==> config.mk <==
export PLATFORM = sky130hd
export DESIGN_NAME = seq_divider
export DESIGN_NICKNAME = d
export VERILOG_FILES = /design/src/rtl/seq_divider.sv
export SDC_FILE = /design/constraint.sdc
export NUM_CORES = 1
export LEC_CHECK = 0
export ABC_AREA = 1
export CELL_PAD_IN_SITES_DETAIL_PLACEMENT = 1
export CELL_PAD_IN_SITES_GLOBAL_PLACEMENT = 2
export CORE_ASPECT_RATIO = 1.4
export CORE_MARGIN = 2
export CORE_UTILIZATION = 36
export CTS_CLUSTER_DIAMETER = 50
export DETAILED_ROUTE_END_ITERATION = 8
export DONT_BUFFER_PORTS = 1
export GPL_TIMING_DRIVEN = 0
export PLACE_DENSITY = 0.85
export SETUP_SLACK_MARGIN = 0.1
export SYNTH_ARGS = -nofsm -noshare
export SYNTH_HDL_FRONTEND = slang
export SYNTH_SLANG_ARGS = --single-unit
==> constraint.sdc <==
create_clock -name clk -period 3.2 [get_ports clk]
set_input_delay 0.64 -clock clk [delete_from_list [all_inputs] [get_ports clk]]
set_output_delay 0.64 -clock clk [all_outputs]
set_load 0.005 [all_outputs]
==> src/rtl/seq_divider.sv <==
// -----------------------------------------------------------------------------
// seq_divider -- multi-cycle restoring integer divider.
//
// One shift-and-subtract step per clock; the borrow of the trial subtraction
// decides whether the partial remainder is restored or kept.  The execute
// stage stalls while busy is high and collects quotient/remainder on done.
//
// Build option: define DIV_SIGNED_EN for two's complement operands.  The
// magnitudes are divided, and a FIX state (one extra clock) then applies the
// signs.  Without it the divider is unsigned and FIX does not exist.
//
// Ports:
//   clk          rising-edge clock
//   rst_n        asynchronous active-low reset
//   start        request pulse, accepted only while busy=0
//   dividend     numerator, captured on the accepting edge
//   divisor      denominator, captured on the accepting edge
//   busy         operation in progress (start ignored)
//   done         one-cycle pulse; results valid from this cycle on
//   quotient     result, held until the next accepted start completes
//   remainder    result, held until the next accepted start completes
//   div_by_zero  set with done when divisor was 0, held like the results
// -----------------------------------------------------------------------------
module seq_divider #(
   parameter int WIDTH = 32
) (
   input  logic             clk,
   input  logic             rst_n,
   input  logic             start,
   input  logic [WIDTH-1:0] dividend,
   input  logic [WIDTH-1:0] divisor,
   output logic             busy,
   output logic             done,
   output logic [WIDTH-1:0] quotient,
   output logic [WIDTH-1:0] remainder,
   output logic             div_by_zero
);

   localparam int CW = $clog2(WIDTH);

   typedef enum logic [1:0] {
      IDLE = 2'd0,
      CALC = 2'd1,
`ifdef DIV_SIGNED_EN
      FIX  = 2'd2,
`endif
      DONE = 2'd3
   } state_t;

   state_t          state_reg;
   logic [CW-1:0]   count_reg;
   logic [WIDTH-1:0] q_reg;      // dividend shifts out, quotient bits shift in
   logic [WIDTH-1:0] r_reg;      // partial remainder
   logic [WIDTH-1:0] d_reg;      // latched divisor (magnitude in signed build)
   logic             dz_reg;     // divisor was zero: skip the iterations

   // Operand magnitudes as they are loaded into the datapath.
   logic [WIDTH-1:0] dividend_mag;
   logic [WIDTH-1:0] divisor_mag;

`ifdef DIV_SIGNED_EN
   logic sign_q_reg;
   logic sign_r_reg;

   // The most negative value maps to itself, which reads correctly as an
   // unsigned magnitude.
   assign dividend_mag = dividend[WIDTH-1] ? -dividend : dividend;
   assign divisor_mag  = divisor[WIDTH-1]  ? -divisor  : divisor;
`else
   assign dividend_mag = dividend;
   assign divisor_mag  = divisor;
`endif

   // One restoring step: shift the next dividend bit into the remainder and
   // try to subtract the divisor; the extra top bit is the borrow.
   logic [WIDTH-1:0] r_shift;
   logic [WIDTH:0]   trial;
   logic             no_borrow;
   logic [WIDTH-1:0] r_step;
   logic [WIDTH-1:0] q_step;

   assign r_shift   = {r_reg[WIDTH-2:0], q_reg[WIDTH-1]};
   assign trial     = {1'b0, r_shift} - {1'b0, d_reg};
   assign no_borrow = ~trial[WIDTH];
   assign r_step    = no_borrow ? trial[WIDTH-1:0] : r_shift;
   assign q_step    = {q_reg[WIDTH-2:0], no_borrow};

   always_ff @(posedge clk or negedge rst_n) begin
      if (!rst_n) begin
         state_reg   <= IDLE;
         count_reg   <= '0;
         q_reg       <= '0;
         r_reg       <= '0;
         d_reg       <= '0;
         dz_reg      <= 1'b0;
         busy        <= 1'b0;
         done        <= 1'b0;
         quotient    <= '0;
         remainder   <= '0;
         div_by_zero <= 1'b0;
`ifdef DIV_SIGNED_EN
         sign_q_reg  <= 1'b0;
         sign_r_reg  <= 1'b0;
`endif
      end else begin
         done <= 1'b0;
         case (state_reg)
            IDLE, DONE: begin
               // Accepting in DONE gives back-to-back operation; the old
               // results stay on the outputs until the new done.
               if (start) begin
                  d_reg     <= divisor_mag;
                  q_reg     <= dividend_mag;
                  r_reg     <= '0;
                  count_reg <= CW'(WIDTH - 1);
                  dz_reg    <= (divisor == '0);
                  busy      <= 1'b1;
                  state_reg <= CALC;
`ifdef DIV_SIGNED_EN
                  sign_q_reg <= dividend[WIDTH-1] ^ divisor[WIDTH-1];
                  sign_r_reg <= dividend[WIDTH-1];
`endif
               end
            end

            CALC: begin
               if (dz_reg) begin
                  // Divide by zero finishes one edge after acceptance.
                  // q_reg still holds the loaded dividend (magnitude when
                  // signed, so the dividend sign is reapplied).
                  quotient    <= '1;
`ifdef DIV_SIGNED_EN
                  remainder   <= sign_r_reg ? -q_reg : q_reg;
`else
                  remainder   <= q_reg;
`endif
                  div_by_zero <= 1'b1;
                  busy        <= 1'b0;
                  done        <= 1'b1;
                  state_reg   <= DONE;
               end else begin
                  q_reg     <= q_step;
                  r_reg     <= r_step;
                  count_reg <= count_reg - CW'(1);
                  if (count_reg == '0) begin
`ifdef DIV_SIGNED_EN
                     state_reg <= FIX;
`else
                     // Publish the final step directly so done follows the
                     // last iteration with no extra cycle.
                     quotient    <= q_step;
                     remainder   <= r_step;
                     div_by_zero <= 1'b0;
                     busy        <= 1'b0;
                     done        <= 1'b1;
                     state_reg   <= DONE;
`endif
                  end
               end
            end

`ifdef DIV_SIGNED_EN
            FIX: begin
               // Remainder takes the dividend's sign (truncating division).
               quotient    <= sign_q_reg ? -q_reg : q_reg;
               remainder   <= sign_r_reg ? -r_reg : r_reg;
               div_by_zero <= 1'b0;
               busy        <= 1'b0;
               done        <= 1'b1;
               state_reg   <= DONE;
            end
`endif

            default: state_reg <= IDLE;
         endcase
      end
   end

endmodule

Yosys cells after proc, flatten, opt, wreduce, memory -nomap -nowiden
Cells that the tools add are included.
{ "word_totals": {"regBits": 170, "latch_bits": 0, "mem_bits_rw": 0, "romBits": 0, "in_bits": 67, "output_inout_bits": 67, "wordCells": 56, "mem_count": 0} }
{ "classes": {"addsub": 2, "n_mul": 0, "div_mod_pow": 0, "order_cmp": 0, "n_eq_ne": 5, "shift": 0, "mux": 26, "bitwise_logic": 1, "reduce_logical": 11} }
{ "op_table": {"columns": ["cell", "n"], "rows": [
  ["32-bit two-way mux", 7],
  ["32-bit one-hot mux with 2 select lines", 1],
  ["31-bit two-way mux", 2],
  ["31-bit one-hot mux with 2 select lines", 1],
  ["32-bit by 32-bit subtractor with 33-bit output", 1],
  ["32-bit logical NOT", 1],
  ["5-bit two-way mux", 2],
  ["5-bit one-hot mux with 2 select lines", 1],
  ["1-bit two-way mux", 7],
  ["2-bit two-way mux", 3],
  ["2-bit AND reduction", 3],
  ["3-bit AND reduction", 2],
  ["5-bit logical NOT", 1],
  ["5-bit by 1-bit subtractor with 5-bit output, second input constant", 1],
  ["2-bit != test, second input constant", 2],
  ["2-bit one-hot mux with 2 select lines", 1],
  ["2-bit nonzero test", 2],
  ["3-bit != test, second input constant", 1],
  ["2-bit by 1-bit equality test with 1-bit output, second input constant", 1],
  ["2-bit equality test, second input constant", 1],
  ["2-bit logical NOT", 1],
  ["1-bit one-hot mux with 2 select lines", 1],
  ["2-bit OR reduction", 1],
  ["1-bit NOT", 1]
]} }

Longest topological paths before layout
Gate-level depths: netlist of the first run.
{ "depth": {"word_depth": 4, "depth_mapped": 18, "ltp_nobuf": 17} }

Worst setup path after synthesis of the first run
No wires, ideal clock.
{ "synth_path": {"kind": "register to register", "startpoint": "register q_reg[31]", "endpoint": "register remainder[21]", "setup_time_ps": 117, "t_arrival_ps": 2084, "required_ps": 3083, "setup_slack_ps": 1000, "path_stages_with_launch": 19, "n_path_buf": 1, "synth_period_minus_slack_ps": 2200, "path_cell_list": "dfrtp_1 > inv_1 > ha_1 > fa_1 > inv_1 > nand3_1 > nand3_2 > nand2_1 > nand2_2 > nand2_1 > nand2_2 > nand2_4 > nand2_8 > inv_4 > buf_12 > nand2_4 > nand3_1 > nand2_1 > nand2_1"} }
{ "synth_via": {"elab_chain_len": 4} }
{ "synth_rtl": {"columns": ["item", "line_no", "source"], "rows": [
  ["start: declaration", "52", "logic [WIDTH-1:0] q_reg;"],
  ["start signal: assignment", "113", "q_reg <= dividend_mag;"],
  ["start signal: assignment", "142", "q_reg <= q_step;"],
  ["32-bit by 32-bit subtractor with 33-bit output", "83", "assign trial = {1'b0, r_shift} - {1'b0, d_reg};"],
  ["32-bit two-way mux", "85", "assign r_step = no_borrow ? trial[WIDTH-1:0] : r_shift;"],
  ["32-bit two-way mux", "145", "if (count_reg == '0) begin"],
  ["32-bit two-way mux", "127", "if (dz_reg) begin"],
  ["end signal: assignment", "135", "remainder <= q_reg;"],
  ["end signal: assignment", "152", "remainder <= r_step;"],
  ["end: declaration", "35", "output logic [WIDTH-1:0] remainder,"]
]} }
No other way between the ends. The select of a mux whose other input is x is not followed.
A chain may end at the register's enable or synchronous reset.

Worst setup path after layout of the first run
{ "layout_path": {"startpoint": "register q_reg[31]", "endpoint": "register remainder[20]"} }
Same word-level chain as after synthesis.

==> results.json, run 1 <==
{
  "outcome": "finished with violations",
  "violations": "hold timing",
  "ys_top_cells_by_area": "dfrtp_1 (41%), nand2_1 (21%), inv_1 (8.1%)",
  "vdd_ir_drop_max_mv": 0.427,
  "clkPwrFrac_pct": 18.1,
  "num_vias": 9343,
  "post-route-period-util_pct": 86.4,
  "cts_buffers": 17,
  "final.setup_skew_ns": 0.0112,
  "synthXorXnorAreaFrac_pct": 1.26,
  "syn_inst": 1480,
  "synth_top_family_by_area": "simple AND/OR/NAND/NOR gates",
  "fin_area_um2": 11500,
  "final_cell_mix": "nand2_1 (584), inv_1 (223), dfrtp_1 (170), o21ai_0 (112), nand3_1 (64)",
  "dp_hpwl_mm": 28.6,
  "cellPowerDensity_nw_per_um2": 1050,
  "power.internal_uw": 6240,
  "clk_pin_slew_worst_paths_ns": 0.07,
  "ys_types": 41,
  "htree_levels": 4,
  "worstSetupStartpointType": "flip-flop",
  "n_antenna_cell": 0,
  "cellLeakagePower_uw": 0.00634,
  "synth-simple-area-share_pct": 30.0,
  "hold_viol_final": 170,
  "areaGrowthSynthToFinish_pct": 10.3,
  "dieArea_um2": 30300,
  "synth_area_leader_cell": "dfrtp_1",
  "routed_wl_mm": 34.9,
  "grt_overflow_total": 0,
  "port_buffers": 0,
  "ff2ff_setup_slack_ns": 0.43,
  "endpoint_kind": "flip-flop",
  "ys_seq_elements": 170,
  "core-area_um2": 28400,
  "cts_num_sinks": 170,
  "drive_above_1_share_pct": 6.75,
  "detail-route-antenna-nets": 0,
  "globalplace.congestion": 0.841,
  "grt_max_degree": 171,
  "min_path_type": "input port to async pin",
  "critPathKind": "flip-flop to flip-flop",
  "tns_ns": 0,
  "cts_max_path_buffers": 2,
  "clk_latency_ns": 0.46,
  "synth_top_area_share_pct": 40.9,
  "synthMuxAreaShare_pct": 0,
  "sw_frac_of_total_pct": 48.2,
  "setup_viol": 0,
  "track_usage_pct": 24.1,
  "multi_input_area_um2": 4980,
  "routed_via_density": 4.95,
  "combPwrFrac_pct": 50.6,
  "final_max_slew_viol_count": 0,
  "drc": 0,
  "grt-busiest-layer": "met2",
  "cts_resized": 0,
  "ios": 134,
  "start_util_pct": 36.6,
  "die_h_um": 205,
  "drt-initial-drc-count": 337,
  "switchingPower_uw": 5800,
  "synthAdderAreaFrac_pct": 4.65,
  "fin_nets": 1604,
  "critPathRequiredTime_ns": 3.54,
  "met3_usage_pct": 3.59,
  "synth_area_per_cell_um2": 7.02,
  "grt_use_met2_pct": 45.5,
  "cp_max_fo": 10,
  "die-width_um": 148,
  "grt_pass1_wl_mm": 55.8,
  "worst_pin_slew_ns": 0.740,
  "synthesis.nets": 1585,
  "cts_tree": "done",
  "grt_pass1_vias": 10252,
  "fillCellCount": 3636,
  "std_cell_rows": 73,
  "drt-pass1-iter-count": 6,
  "rsz0062_at_grt": "false",
  "relSlewSlack_pct": 50.6,
  "layout_commonest_cell": "nand2_1",
  "seqPwrFrac_pct": 31.4,
  "synth-compound-area-share_pct": 12.0,
  "place_area_um2": 10900,
  "drv_cap": 0,
  "wl_per_cell_um": 18.5,
  "holdWs_ns": -0.127,
  "antenna_found_initial": 0,
  "clockRootBuffer": "clkbuf_16",
  "syn_area_um2": 10400,
  "critPathArrivalTime_ns": 3.11,
  "ys_warn_count": 0,
  "grt_use_met1_pct": 27.6,
  "synth_seq_area_share_pct": 40.9,
  "seq_area_um2": 4250,
  "fmax_mhz": 362,
  "finalCriticalPeriod_ns": 2.77,
  "post_cts_buffers": 0
}
[worst paths after layout]
check,startpoint,to,cells past startpoint
max reg2reg,q_reg[31]$_DFFE_PN0P_,remainder[20]$_DFFE_PN0P_,18
min in group clk,divisor[5],d_reg[5]$_DFFE_PN0P_,2
min,rst_n,remainder[6]$_DFFE_PN0P_,0
max,q_reg[31]$_DFFE_PN0P_,remainder[20]$_DFFE_PN0P_,18
max in group asynchronous,rst_n,r_reg[20]$_DFFE_PN0P_,0
min reg2reg,d_reg[4]$_DFFE_PN0P_,d_reg[4]$_DFFE_PN0P_,2
[stage by stage]
| stage | power, µW | setup WS, ns | std cells | util (%) |
|---|---|---|---|---|
| 3_5_place_dp | 9960 | 0.436 | 1855 | 38.3 |
| 3_3_place_gp | 9760 | 0.493 | 1855 | 38.3 |
| 6_report | 12000 | 0.434 | 1887 | 40.4 |
| 4_1_cts | 12200 | 0.411 | 1887 | 40.4 |
| 2_1_floorplan | 8030 | 1.00 | 1480 | - |
| 5_1_grt | 13200 | 0.253 | 1887 | 40.4 |
[cell type report]
cell class | count | share of cell area [%]
clock inverters | 11 | 1.16
multi-input cells | 1021 | 43.5
well taps | 375 | 4.09
flip-flops and latches | 170 | 37.1
clock buffers | 21 | 4.10
plain buffers | 55 | 2.42
inverters | 234 | 7.68
[routing by layer]
layer / share of wire, % / routed length (µm)
met5: 0 / 0
met1: 42 / 14600
met3: 3.3 / 1140
met4: 2.4 / 851
met2: 52 / 18300
[power groups by stage]
stage	Combinational [µW]	Clock (µW)	Sequential [µW]
3_3_place_gp	5990	0	3770
2_1_floorplan	4470	0	3560
3_5_place_dp	6150	0	3820
5_1_grt	6990	2290	3890
6_report	6090	2180	3770
4_1_cts	6190	2210	3780
[Yosys cell counts (all sizes together)]
cell and n:
o211ai 13, nand2 605, nand3 65, xor2 15, o21ai 130, clkbuf 29, a22oi 1, nand4 6
inv 233, fa 1, nor2 51, a32oi 14, clkinv 1, nor4 4, o21bai 4, nor3 6
ha 37, and2 2, o22ai 6, dfrtp 170, nand3b 6, or2 2, a21oi 53, buf 26
[kinds of logic after synthesis]
group	Yosys count
AOI/OAI and AO/OA	221
buffers and inverters	289
DFF	170
xor gates and xnor gates	15
and+or+nand+nor	747
adders and majority gates	38
[worst max-delay path, stage by stage (launching register included)]
cell and delay [ns]:
dfrtp_1 0.40, inv_1 0.18, ha_1 0.26, fa_1 0.40, inv_1 0.09, nand3_1 0.08, nand3_2 0.12, nand2_1 0.08
nand2_2 0.10, nand2_1 0.07, nand2_2 0.09, nand2_4 0.08, nand2_8 0.12, inv_4 0.06, buf_6 0.14, nand2_1 0.08
nand3_1 0.11, nand2_1 0.12, nand2_1 0.07
Note: power is estimated with default switching activity, not from simulation.
==> run 2, diff against run 1 <==
Settings changed: CAP_MARGIN from default to 25, SLEW_MARGIN from default to 5.
==> results of run 2 <==
Final layout, timing and power as in run 1 (identical DEF).
==> run 3, diff against run 2 <==
Settings changed: CORE_UTILIZATION 36 to 35, PLACE_DENSITY 0.85 to 0.83.
==> results.json, run 3 (synthesized netlist as in run 1, its figures left out) <==
{
  "cellPowerDensity_nw_per_um2": 1050,
  "routed_wl_mm": 35.5,
  "grt_pass1_wl_mm": 56.0,
  "setup_viol": 0,
  "antenna_found_initial": 0,
  "areaGrowthSynthToFinish_pct": 10.4,
  "max_stage_delay_ns": 0.40,
  "fin_nets": 1604,
  "min_path_type": "input port to async pin",
  "die-width_um": 150,
  "dp_hpwl_mm": 28.5,
  "finalWorstSetupSlack_ns": 0.435,
  "vdd_ir_drop_max_mv": 0.453,
  "drt-pass1-iter-count": 4,
  "num_vias": 9330,
  "cts_num_sinks": 170,
  "clk_pin_slew_worst_paths_ns": 0.07,
  "globalplace.congestion": 0.836,
  "critPathKind": "flip-flop to flip-flop",
  "violations": "hold timing",
  "relSlewSlack_pct": 51.1,
  "grt_pass1_vias": 10165,
  "worst_pin_slew_ns": 0.734,
  "worstSetupStartpointType": "flip-flop",
  "die_h_um": 208,
  "cp_max_fo": 10,
  "final_cell_mix": "nand2_1 (584), inv_1 (223), dfrtp_1 (170), o21ai_0 (112), nand3_1 (64)",
  "std_cell_rows": 74,
  "final_max_slew_viol_count": 0,
  "clk_latency_ns": 0.46,
  "rsz0062_at_grt": "false",
  "drive_above_1_share_pct": 6.68,
  "post_cts_buffers": 0,
  "dp_cells": 1860,
  "port_buffers": 0,
  "fmax_mhz": 362,
  "fillCellCount": 3731,
  "place_ws_ns": 0.421,
  "grt_max_degree": 171,
  "htree_levels": 4,
  "core-area_um2": 29300,
  "cts_resized": 0,
  "routed_via_density": 4.93,
  "outcome": "finished with violations",
  "crit_path_frequent_cell": "nand2_1",
  "layout_commonest_cell": "nand2_1",
  "dieArea_um2": 31100,
  "wl_per_cell_um": 18.7,
  "drv_cap": 0,
  "critPathArrivalTime_ns": 3.11,
  "track_usage_pct": 23.6,
  "final.setup_skew_ns": 0.00809,
  "utilization_pct": 39.2,
  "ios": 134,
  "n_antenna_cell": 0,
  "detail-route-antenna-nets": 0,
  "clockRootBuffer": "clkbuf_16",
  "cellLeakagePower_uw": 0.00635,
  "cts_max_path_buffers": 2,
  "holdWs_ns": -0.132,
  "critPathRequiredTime_ns": 3.55,
  "drt-initial-drc-count": 291,
  "cts_tree": "done",
  "cts_buffers": 17,
  "drc": 0,
  "stdcell_count": 1892,
  "crit_chain": "inv_1, ha_1, fa_1, inv_1, nand3_1, nand3_2, nand2_1, nand2_2, nand2_1, nand2_2, nand2_4, nand2_8, buf_2, o211ai_1, nand2_1, nand2_1",
  "critPathSlowestCell": "dfrtp_1",
  "post-route-period-util_pct": 86.4,
  "tns_ns": 0,
  "hold_viol_final": 170,
  "start_util_pct": 35.5,
  "rr_worst_depth": 16,
  "finalCriticalPeriod_ns": 2.77,
  "endpoint_kind": "flip-flop",
  "grt_overflow_total": 0
}
-- run 3: stage by stage --
stage	hold WS (ns)	area, µm²	power [µW]
3_3_place_gp	0.349	10900	9790
2_1_floorplan	0.344	10400	8030
3_5_place_dp	0.350	10900	9950
5_1_grt	-0.143	11500	13300
6_report	-0.132	11500	12100
4_1_cts	-0.142	11500	12200
-- run 3: critical path, delay by kind of cell, from the launching register on --
kind            cells  cell delay, ns
compound gates      1            0.15
fa+ha+maj           2            0.66
flops               1            0.40
buf+inv             3            0.48
simple gates       10            0.94
-- run 3: final cells by class --
cell class              count  area (µm²)  share of cell area, %
clock buffers              20         447                   3.89
flip-flops and latches    170        4250                   37.1
multi-input cells        1021        4980                   43.4
plain buffers              55         278                   2.42
inverters                 234         881                   7.67
clock inverters            12         163                   1.42
well taps                 380         475                   4.14
-- run 3: path summary, 6_finish.rpt --
path	startpoint	end	slack (ns)
worst max-delay path	q_reg[31]$_DFFE_PN0P_	remainder[11]$_DFFE_PN0P_	0.43
worst min-delay path	rst_n	state_reg[1]$_DFFE_PN0P_	-0.13
worst max register to register	q_reg[31]$_DFFE_PN0P_	remainder[11]$_DFFE_PN0P_	0.43
worst min register to register	d_reg[22]$_DFFE_PN0P_	d_reg[22]$_DFFE_PN0P_	0.49
max in group asynchronous	rst_n	r_reg[18]$_DFFE_PN0P_	3.09
min in group clk	divisor[13]	d_reg[13]$_DFFE_PN0P_	0.31
-- run 3: power by group --
part | internal (µW) | switching (µW)
Sequential | 3090 | 680
Combinational | 1930 | 4180
Clock | 1260 | 969
Total | 6270 | 5830
-- run 3: routing by layer --
metal	global-route usage (%)	vias to the layer above	share of wire (%)
met3	3.53	45	3.6
met5	0	-	0
li1	-	4645	-
met4	9.11	0	2.9
met2	42.8	186	51
met1	27.7	4454	42
==> RTL change (settings of run 1) <==
Add a define of `DIV_SIGNED_EN`.
--- a/src/rtl/seq_divider.sv
+++ b/src/rtl/seq_divider.sv
@@ -21,6 +21,8 @@
 //   remainder    result, held until the next accepted start completes
 //   div_by_zero  set with done when divisor was 0, held like the results
 // -----------------------------------------------------------------------------
+`define DIV_SIGNED_EN
+
 module seq_divider #(
    parameter int WIDTH = 32
 ) (
Formal check against the unedited RTL: same outputs for any inputs over 4 cycles, from zero or initial values and one cycle with rst_n low; that may be too few to reach the edited logic, so the function may still have changed.
==> RTL change against run 1 <==
  * The flow still finishes with violations (negative hold slack)
  * Hold slack worse by 0.012 ns
  * Area after synthesis increased by 35%
  * Wire length rose by 84%
  * Setup slack worse by 0.19 ns
  * Total power up 58%
  * Cell count increased by 51%
  * Fmax shrank 6.3%
  * Sequential cell count grew 3
  * Non-clock buffer count rose by 29
  * Design area rose by 34%
  * Sequential share of layout area decreased by 9.0 points
  * First-iteration DRC count up 91%
  * Synthesized cell count rose by 55%
  * Largest cell class unchanged
  * Largest power group unchanged
  * Highest routed layer unchanged
==> RTL change: results <==
[outcome]
status = "finished with violations"
violations = "negative hold slack"

[route]
wl_met1_mm = 22.9
vias = 15300
wl_per_cell_microns = 22.5
via_per_inst = 5.38
dr.pass1.iters = 7

[clock_network]
insertion_delay_ns = 0.48
cts_resized = 1

[cells_and_area]
drive_gt1_share_pct = 3.57
fillers = 5212

[synth]
syn-num-nets = 2402
synth_area_leaders = "dfrtp_1, nand2_1, nand3_1, inv_1, nor2_1"
synth-seq-area-share_pct = 30.7

[pwr]
p_int_uw = 7970
power_switching_uw = 11100
peakVddDrop_mv = 0.534
seqPwrFrac_pct = 23.3
leakagePower_uw = 0.00776

[global_routing]
grt_use_met2_pct = 60.9
use_met3_pct = 5.16
grt.total_usage_pct = 32.4

[setup_path]
max_stage_delay_ns = 0.73
crit_family = "buffers and inverters"
slowest_stage = "buf_1"

[place]
place_congestion = 0.971

[sta]
timing.hold.ws_ns = -0.139
hold_viol_final = 173
## RTL change: cell types whose count changed after synthesis, sizes merged, moves of 18 or more
cell | run 1 | this run
nand3 | 65 | 254
nand4 | 6 | 24
a21oi | 53 | 151
inv | 233 | 314
xor2 | 15 | 41
clkbuf | 29 | 54
nand2 | 605 | 715
nor2 | 51 | 249
## RTL change: layout make-up
class / count / area share (%)
clock buffer: 17 / 2.76
clock inverter: 15 / 1.28
tap: 522 / 4.24
antenna: 1 / 0.0163
buffer: 81 / 2.24
timing repair buffer: 3 / 0.146
inverter: 315 / 7.71
sequential: 173 / 28.1
multi-input combinational: 1724 / 53.5
## RTL change: worst paths after layout
check / slack, ns / startpoint / to
setup / recovery: 0.25 / state_reg[0] / remainder[0]
hold / removal: -0.14 / rst_n / q_reg[7]
setup reg to reg: 0.25 / state_reg[0] / remainder[0]
hold reg to reg: 0.49 / d_reg[25] / d_reg[25]
max in group asynchronous: 3.06 / rst_n / r_reg[23]
min in group clk: 0.35 / start / busy
